<file path="config.mk">
export PLATFORM = sky130hd
export DESIGN_NAME = seg7_scan_rx
export DESIGN_NICKNAME = d
export VERILOG_FILES = /design/src/rtl/seg7_scan_rx.sv
export SDC_FILE = /design/constraint.sdc
export NUM_CORES = 1
export LEC_CHECK = 0
export CORE_MARGIN = 2
export CORE_UTILIZATION = 50
export DETAILED_ROUTE_END_ITERATION = 16
export GPL_TIMING_DRIVEN = 0
export PLACE_DENSITY = 0.77
export SETUP_SLACK_MARGIN = 0.02
export SLEW_MARGIN = 0
export SYNTH_ARGS = -nofsm -noshare
export SYNTH_HDL_FRONTEND = slang
export SYNTH_SLANG_ARGS = --single-unit
</file>
<file path="constraint.sdc">
create_clock -name clk -period 6.37 [get_ports clk]
set_input_delay 1.274 -clock clk [delete_from_list [all_inputs] [get_ports clk]]
set_output_delay 1.274 -clock clk [all_outputs]
set_load 0.05 [all_outputs]
</file>
<file path="src/rtl/seg7_scan_rx.sv">
`timescale 1ns/1ps
// seg7_scan_rx
//   Receive side of a multiplexed 7-segment display link. The active-low
//   segment bus and digit selects from a scanning driver are synchronized.
//   A select/pattern pair must hold for STABLE_CYC cycles before it is
//   accepted. Each accepted pair is decoded back into a hex nibble for the
//   selected digit.
//
//   Optional feature: define SEG7_RX_DP_EN to add the decimal-point input
//   dp_in and the per-digit output dp_out.
//
// Ports
//   clk        system clock
//   rst        synchronous, active-high reset
//   seg_in     segment bus, active-low, bit0=a .. bit6=g (async to clk)
//   an_in      digit selects, active-low, at most one low (async to clk)
//   dp_in      decimal point, active-low (SEG7_RX_DP_EN only)
//   dp_out     per-digit decimal point, active-high (SEG7_RX_DP_EN only)
//   value      decoded nibbles, digit i at [4i+3:4i]
//   dig_vld    bit i set when the last accepted pattern for digit i was legal
//   frame_stb  one-cycle pulse once every digit has been accepted since the last pulse
//   err        one-cycle pulse when an accepted pattern is not a hex glyph
module seg7_scan_rx #(
  parameter int NDIG       = 4,
  parameter int STABLE_CYC = 8,
  parameter int CNT_W      = 8
) (
  input  logic                clk,
  input  logic                rst,
  input  logic [6:0]          seg_in,
  input  logic [NDIG-1:0]     an_in,
`ifdef SEG7_RX_DP_EN
  input  logic                dp_in,
  output logic [NDIG-1:0]     dp_out,
`endif
  output logic [4*NDIG-1:0]   value,
  output logic [NDIG-1:0]     dig_vld,
  output logic                frame_stb,
  output logic                err
);

`ifdef SEG7_RX_DP_EN
  localparam int PW = 8 + NDIG;
`else
  localparam int PW = 7 + NDIG;
`endif

  logic [6:0]      seg_s1, seg_s2;
  logic [NDIG-1:0] an_s1, an_s2;
`ifdef SEG7_RX_DP_EN
  logic            dp_s1, dp_s2;
`endif

  logic [PW-1:0]    pair, pair_q;
  logic [CNT_W-1:0] cnt, cnt_nxt;
  logic [NDIG-1:0]  sel, seen, seen_nxt;
  logic             one_sel, accept;
  logic [4:0]       dec;

  // Returns {legal, nibble}. A fully blank digit is a legal zero.
  function automatic logic [4:0] seg_decode(input logic [6:0] s);
    case (s)
      7'b1111111, 7'b1000000: seg_decode = {1'b1, 4'h0};
      7'b1111001: seg_decode = {1'b1, 4'h1};
      7'b0100100: seg_decode = {1'b1, 4'h2};
      7'b0110000: seg_decode = {1'b1, 4'h3};
      7'b0011001: seg_decode = {1'b1, 4'h4};
      7'b0010010: seg_decode = {1'b1, 4'h5};
      7'b0000010: seg_decode = {1'b1, 4'h6};
      7'b1111000: seg_decode = {1'b1, 4'h7};
      7'b0000000: seg_decode = {1'b1, 4'h8};
      7'b0010000: seg_decode = {1'b1, 4'h9};
      7'b0001000: seg_decode = {1'b1, 4'hA};
      7'b0000011: seg_decode = {1'b1, 4'hB};
      7'b1000110: seg_decode = {1'b1, 4'hC};
      7'b0100001: seg_decode = {1'b1, 4'hD};
      7'b0000110: seg_decode = {1'b1, 4'hE};
      7'b0001110: seg_decode = {1'b1, 4'hF};
      default:    seg_decode = 5'b0_0000;
    endcase
  endfunction

`ifdef SEG7_RX_DP_EN
  assign pair = {dp_s2, an_s2, seg_s2};
`else
  assign pair = {an_s2, seg_s2};
`endif

  always_comb begin
    // The counter passes STABLE_CYC-1 only once per pair (it saturates well
    // above that value), so comparing against the next value gives a single
    // accept with no extra "done" flag.
    cnt_nxt  = (pair != pair_q) ? '0 : ((cnt == '1) ? cnt : cnt + 1'b1);
    sel      = ~an_s2;
    one_sel  = (sel != '0) && ((sel & (sel - 1'b1)) == '0);
    accept   = one_sel && (cnt_nxt == CNT_W'(STABLE_CYC - 1));
    dec      = seg_decode(seg_s2);
    seen_nxt = seen | sel;
  end

  always_ff @(posedge clk) begin
    if (rst) begin
      seg_s1    <= '1;
      seg_s2    <= '1;
      an_s1     <= '1;
      an_s2     <= '1;
`ifdef SEG7_RX_DP_EN
      dp_s1     <= 1'b1;
      dp_s2     <= 1'b1;
      dp_out    <= '0;
`endif
      pair_q    <= '1;
      cnt       <= '0;
      seen      <= '0;
      value     <= '0;
      dig_vld   <= '0;
      frame_stb <= 1'b0;
      err       <= 1'b0;
    end else begin
      seg_s1    <= seg_in;
      seg_s2    <= seg_s1;
      an_s1     <= an_in;
      an_s2     <= an_s1;
`ifdef SEG7_RX_DP_EN
      dp_s1     <= dp_in;
      dp_s2     <= dp_s1;
`endif
      pair_q    <= pair;
      cnt       <= cnt_nxt;
      frame_stb <= 1'b0;
      err       <= 1'b0;
      if (accept) begin
        for (int i = 0; i < NDIG; i++) begin
          if (sel[i]) begin
            if (dec[4]) value[4*i +: 4] <= dec[3:0];
            dig_vld[i] <= dec[4];
`ifdef SEG7_RX_DP_EN
            dp_out[i]  <= ~dp_s2;
`endif
          end
        end
        err <= ~dec[4];
        // The digit that completes the set starts the next frame empty.
        if (&seen_nxt) begin
          frame_stb <= 1'b1;
          seen      <= '0;
        end else begin
          seen      <= seen_nxt;
        end
      end
    end
  end

endmodule

</file>
==> results of run 1 <==
-- cell families (layout without fill, tap and decap cells) --
group / Yosys count / after routing / share of synthesized area (%)
AO/OA/AOI/OAI: 57 / 57 / 16.5
XOR/XNOR: 15 / 15 / 4.40
adder cells (fa/ha/maj): 1 / 1 / 0.419
buffers and inverters: 25 / 75 / 4.19
flip-flops: 67 / 67 / 44.9
multiplexers: 12 / 12 / 4.06
AND/OR/NAND/NOR: 129 / 129 / 25.5
-- cell usage in the layout (no fill, tap or decap), drive strengths merged, types with 2 or more instances in the layout --
| cell type | instances |
|---|---|
| o21ai | 9 |
| a21oi | 9 |
| mux2i | 11 |
| or3b | 2 |
| o21a | 2 |
| xor2 | 12 |
| a21o | 3 |
| and2 | 2 |
| o2111a | 5 |
| nand3 | 6 |
| bufinv | 2 |
| clkdlybuf4s50 | 34 |
| or2 | 32 |
| inv | 6 |
| o2111ai | 2 |
| dfxtp | 67 |
| o211ai | 4 |
| a211oi | 7 |
| buf | 11 |
| nor4 | 11 |
| nand4 | 7 |
| nor2 | 15 |
| clkinv | 2 |
| and3 | 7 |
| nor2b | 7 |
| a221oi | 2 |
| nand2b | 4 |
| xnor2 | 3 |
| nor3b | 2 |
| o2bb2ai | 3 |
| nand2 | 20 |
| clkbuf | 19 |
| a21bo | 4 |
| nor3 | 6 |
-- per-layer routing --
metal	share of wire (%)	global-route usage, %	vias to the layer above
met2	47	31.6	45
met5	0	0	-
li1	-	-	1186
met4	2.1	10.2	0
met1	47	25.4	1083
met3	4.0	6.56	10
-- final cells by class --
type | count | area [um^2]
Clock buffer | 12 | 155
Multi-Input combinational cell | 214 | 1520
Fill cell | 524 | 2200
Sequential cell | 67 | 1340
Clock inverter | 4 | 72.6
Buffer | 18 | 98.8
Tap cell | 75 | 93.8
Timing Repair Buffer | 34 | 340
Inverter | 7 | 26.3
-- state kept, by name, summed over array words and instances, names as in the netlist --
name	count
value	16
pair_q	11
cnt	8
seg_s1	7
seg_s2	7
an_s1	4
an_s2	4
dig_vld	4
seen	4
err	1
frame_stb	1
-- where the power goes --
part / leakage (nW) / internal [mW] / switching, mW
logic: 0.730 / 0.0254 / 0.0311
clock network: 0.113 / 0.241 / 0.154
registers: 0.546 / 0.428 / 0.00461
total: 1.39 / 0.694 / 0.190
-- how the worst max path moves through the flow --
stage,endpoint,slack (ps),depth (start not counted)
3_3_place_gp,seen[1],3520,4
4_1_cts,value[0],3590,1
5_1_grt,value[9],3560,1
6_report,value[0],3590,1
3_5_place_dp,seen[1],3460,4
2_1_floorplan,pair_q[5],4330,3
-- synthesized netlist by cell type (all sizes together), types with 4 or more instances --
cell type  count
a211oi         7
a21bo          4
a21oi          9
and3           7
buf           11
clkbuf         7
dfxtp         67
inv            6
mux2i         11
nand2         20
nand2b         4
nand3          6
nand4          7
nor2          15
nor2b          7
nor3           6
nor4          11
o2111a         5
o211ai         4
o21ai          9
or2           32
xor2          12
-- worst register-to-register path: cells and delay by family (launching register included) --
kind            cells  cell delay, ps
flops               1             350
buf+inv             2             300
compound gates      1             170
fa+ha+maj           1             310
simple gates        4            1040
==> results.ini, run 1 <==
[grt]
gr-usage-all-layers_pct=20.4
overflow=0
first_global_vias=2177
antenna_found_initial=0
grt_start_max_net_pins=12
grt_pass1_wl_um=10200

[run]
drv_cap=0

[sta]
layout_setup_ws_ps=3590
rsz0062_at_grt=false
timing.final.crit_share_pct=43.6
holdWs_ps=409
max_slew_margin_pct=53.2
setup_viol=0
slew_violations=0
fin_skew_ps=8.42
worst_slew_pin_slew_ps=695
setup_tns_ps=0
fmax_mhz=360
hold_viol=0
post-route-min-period_ps=2780

[die]
start_util_pct=51.0
core-area_mm2=0.00585
io_pins=35
die-area_mm2=0.00661
die_x_um=81.3
die_h_um=81.3
fp-row-count=28

[final_layout]
fin_cells=431
fin_util_pct=62.4
nets=365
syn2layout_area_growth_pct=22.2
drive_above_1_share_pct=19.4
design_area_mm2=0.00365
diodes=0

[detailed_routing]
drt_iter0_drc=110
drt.antenna.violating_nets=0
wl_um=6100
wire_per_inst_um=14.2
num_vias=2324
firstDrtPassIters=4
drc=0
drt-vias-per-instance=5.39

[hold_path]
hold_start=an_s1[3]
hold_class=flip-flop to flip-flop
hold_depth=1
hold_end=an_s2[3]

[synth]
synth_area_per_cell_um2=9.76
synth_edf_count=0
syn_area_mm2=0.00299
synthDominantCellAreaShare_pct=44.9
yosysWarnings=0
synth.distinct_cells=57
async_flop_share_pct=0
synth_seq_area_share_pct=44.9
syn_nets=320
synth_cells=306
synth_largest_area_cell=dfxtp_1
ys_seq_elements=67
synthTopCellsByArea=dfxtp_1 (45%), or2_2 (6.5%), mux2i_1 (3.7%)
ys.flop_type=dfxtp_1

[clock_tree]
worstSkewPairLatency_ps=340
cts-hold-fix-buffers=0
clkSinkCount=67
path_clk_slew_ps=70
htreeDepth=3
cts_max_path_buffers=2
ctsResizeCount=0
cts_made_buffers=9
cts_tree=built
cts_root_buf=clkbuf_8
cts_setup_buffers=0

[worst_setup_path]
crit_buf_inv=1
r2r_slack_ps=4090
start_kind=flip-flop
rr_worst_depth=8
crit_family=buffers and inverters
crit_type=flip-flop to primary output
cp-end-kind=primary output
cp-startpoint=value[0]
cp_slowest_cell=clkdlybuf4s50_1
critPathMaxStageDelay_ps=810
reg2reg_from=cnt[0]
crit_arrival_ps=1500
cp_max_fo=2
crit_path_cell_trace=clkdlybuf4s50_1
required_ps=5100
reg2reg_to=err

[place]
io_buffers=34
place_area_mm2=0.00342
place_ws_ps=3460
dpl.cell_count=415
gp_congestion=0.877
dp_hpwl_um=4420

[power_and_ir_drop]
power_mw=0.884
p_leak_nw=1.39
p_per_area_mw_per_mm2=242
vdd_ir_drop_max_uv=156

[status]
status=complete, no violations

(Power assumes the default switching activity.)
==> run 2, diff against run 1 <==
PLACE_DENSITY = 0.79   (was 0.77)
clock period = 2.54 ns   (was 6.37 ns; I/O delays follow)
==> run 2 against run 1 <==
Compared with the run above:
- die area did not move
- clock power is 140% higher
- sequential share of layout area rose by 0.13 points
- clock-buffer cell count is 2 lower
- wire length is 0.56% higher
- register-to-register slack worse by 3800 ps
- sequential power rose to 2.5 times the previous value
- cell count down 0.23%
- worst setup slack worse by 3300 ps
- first-iteration DRC count rose by 31%
- sequential cell count is the same
- power grew 150%
- critical path type is now flip-flop to flip-flop
- largest power group unchanged
==> results.ini, run 2 (synthesized netlist as in run 1, its figures left out) <==
[sta]
holdWs_ps=409
setup_tns_ps=0
hold_viol=0
slew_violations=0
post-route-min-period_ps=2230
rsz0062_at_grt=false
timing.final.crit_share_pct=87.6
fin_skew_ps=11.9
max_slew_margin_pct=57.7
fmax_mhz=449
worst_slew_pin_slew_ps=628
setup_viol=0
layout_setup_ws_ps=315

[detailed_routing]
wl_um=6140
drt_iter0_drc=144
wire_per_inst_um=14.3
firstDrtPassIters=4
drt-vias-per-instance=5.48
drc=0
drt.antenna.violating_nets=0
num_vias=2355

[worst_setup_path]
crit_family=simple AND/OR/NAND/NOR gates
crit_buf_inv=2
cp_max_fo=10
crit_type=flip-flop to flip-flop
cp-end-kind=flip-flop
crit_arrival_ps=2470
start_kind=flip-flop
cp_slowest_cell=or4b_1
crit_path_cell_trace=ha_1 > or4b_1 > nor4_2 > o21a_1 > buf_6 > and3_1 > buf_4 > nor4b_2
critPathMaxStageDelay_ps=440
required_ps=2790

[power_and_ir_drop]
vdd_ir_drop_max_uv=414
seq_power_share_pct=49.6
intPower_mw=1.71
swShare_pct=22.0
switchingPower_mw=0.480
p_per_area_mw_per_mm2=601
p_leak_nw=1.38
comb_power_share_pct=6.5
p_clk_share_pct=43.9
power_mw=2.19

[die]
fp-row-count=28
io_pins=35
die_x_um=81.3
die_h_um=81.3
core-area_mm2=0.00585
die-area_mm2=0.00661
start_util_pct=51.0

[clock_tree]
cts_tree=built
clkSinkCount=67
htreeDepth=3
ctsResizeCount=0
cts_setup_buffers=0
path_clk_slew_ps=80
cts_made_buffers=9
worstSkewPairLatency_ps=340
cts_root_buf=clkbuf_8
cts-hold-fix-buffers=0
cts_max_path_buffers=2

[grt]
grt_pass1_wl_um=10200
gr-usage-all-layers_pct=20.3
overflow=0
antenna_found_initial=0
first_global_vias=2145
grt_start_max_net_pins=12

[place]
place_ws_ps=318
dp_hpwl_um=4320
io_buffers=34
gp_congestion=0.889

[hold_path]
hold_class=flip-flop to flip-flop

[final_layout]
n_fill_cell=484
multi_input_area_mm2=0.00152
register_area_mm2=0.00134
top_regs=value (16), pair_q (11), cnt (8)
regMostFlops=value
largest_reg_flops=16
final_common_cell=dfxtp_1
syn2layout_area_growth_pct=21.7
nets=365
diodes=0
mostFrequentLayoutCells=dfxtp_1 (67), clkdlybuf4s50_1 (34), or2_2 (31)
drive_above_1_share_pct=19.4

[run]
drv_cap=0

[status]
status=complete, no violations

## run 2: cell types whose count changed in the layout (fill, tap and decap cells not counted), sizes merged
cell / change
clkbuf: -2
clkinv: +1
## run 2: routing by layer
metal,share of wire [%],global-route usage (%),wire [um],vias up
met3,5.2,5.56,318,12
met1,45,26.0,2770,1103
met5,0,0,0,-
met4,1.9,8.64,119,0
met2,48,31.9,2930,54
li1,-,-,-,1186
## run 2: layout make-up
class,instances,share of cell area (%)
Buffer,18,2.72
Sequential cell,67,36.9
Clock inverter,5,2.13
Clock buffer,10,3.79
Multi-Input combinational cell,214,41.8
Timing Repair Buffer,34,9.36
Inverter,7,0.723
Tap cell,75,2.58
## run 2: final timing paths
check        cells past startpoint  slack (ps)     start  endpoint
max                              8         310    cnt[0]       err
min                              1         410  an_s1[3]  an_s2[3]
max reg2reg                      8         310    cnt[0]       err
min reg2reg                      1         410  an_s1[3]  an_s2[3]
## run 2: worst register-to-register path: stages, from the launching register on
cell and delay, ps:
dfxtp_1 350, ha_1 310, or4b_1 440, nor4_2 140, o21a_1 180, buf_6 180, and3_1 170, buf_4 130
nor4b_2 230
## run 2: stage by stage
stage / instances / util [%] / area (um^2)
2_1_floorplan: 306 / - / 2990
3_3_place_gp: 415 / 58.5 / 3420
3_5_place_dp: 415 / 58.5 / 3420
4_1_cts: 430 / 62.1 / 3640
5_1_grt: 430 / 62.1 / 3640
6_report: 430 / 62.1 / 3640
## run 2: power groups by stage
stage	clock (mW)	sequential, mW	combinational (mW)
2_1_floorplan	0	1.10	0.0995
3_3_place_gp	0	1.11	0.137
3_5_place_dp	0	1.11	0.140
4_1_cts	0.979	1.08	0.141
5_1_grt	1.03	1.09	0.156
6_report	0.961	1.08	0.142
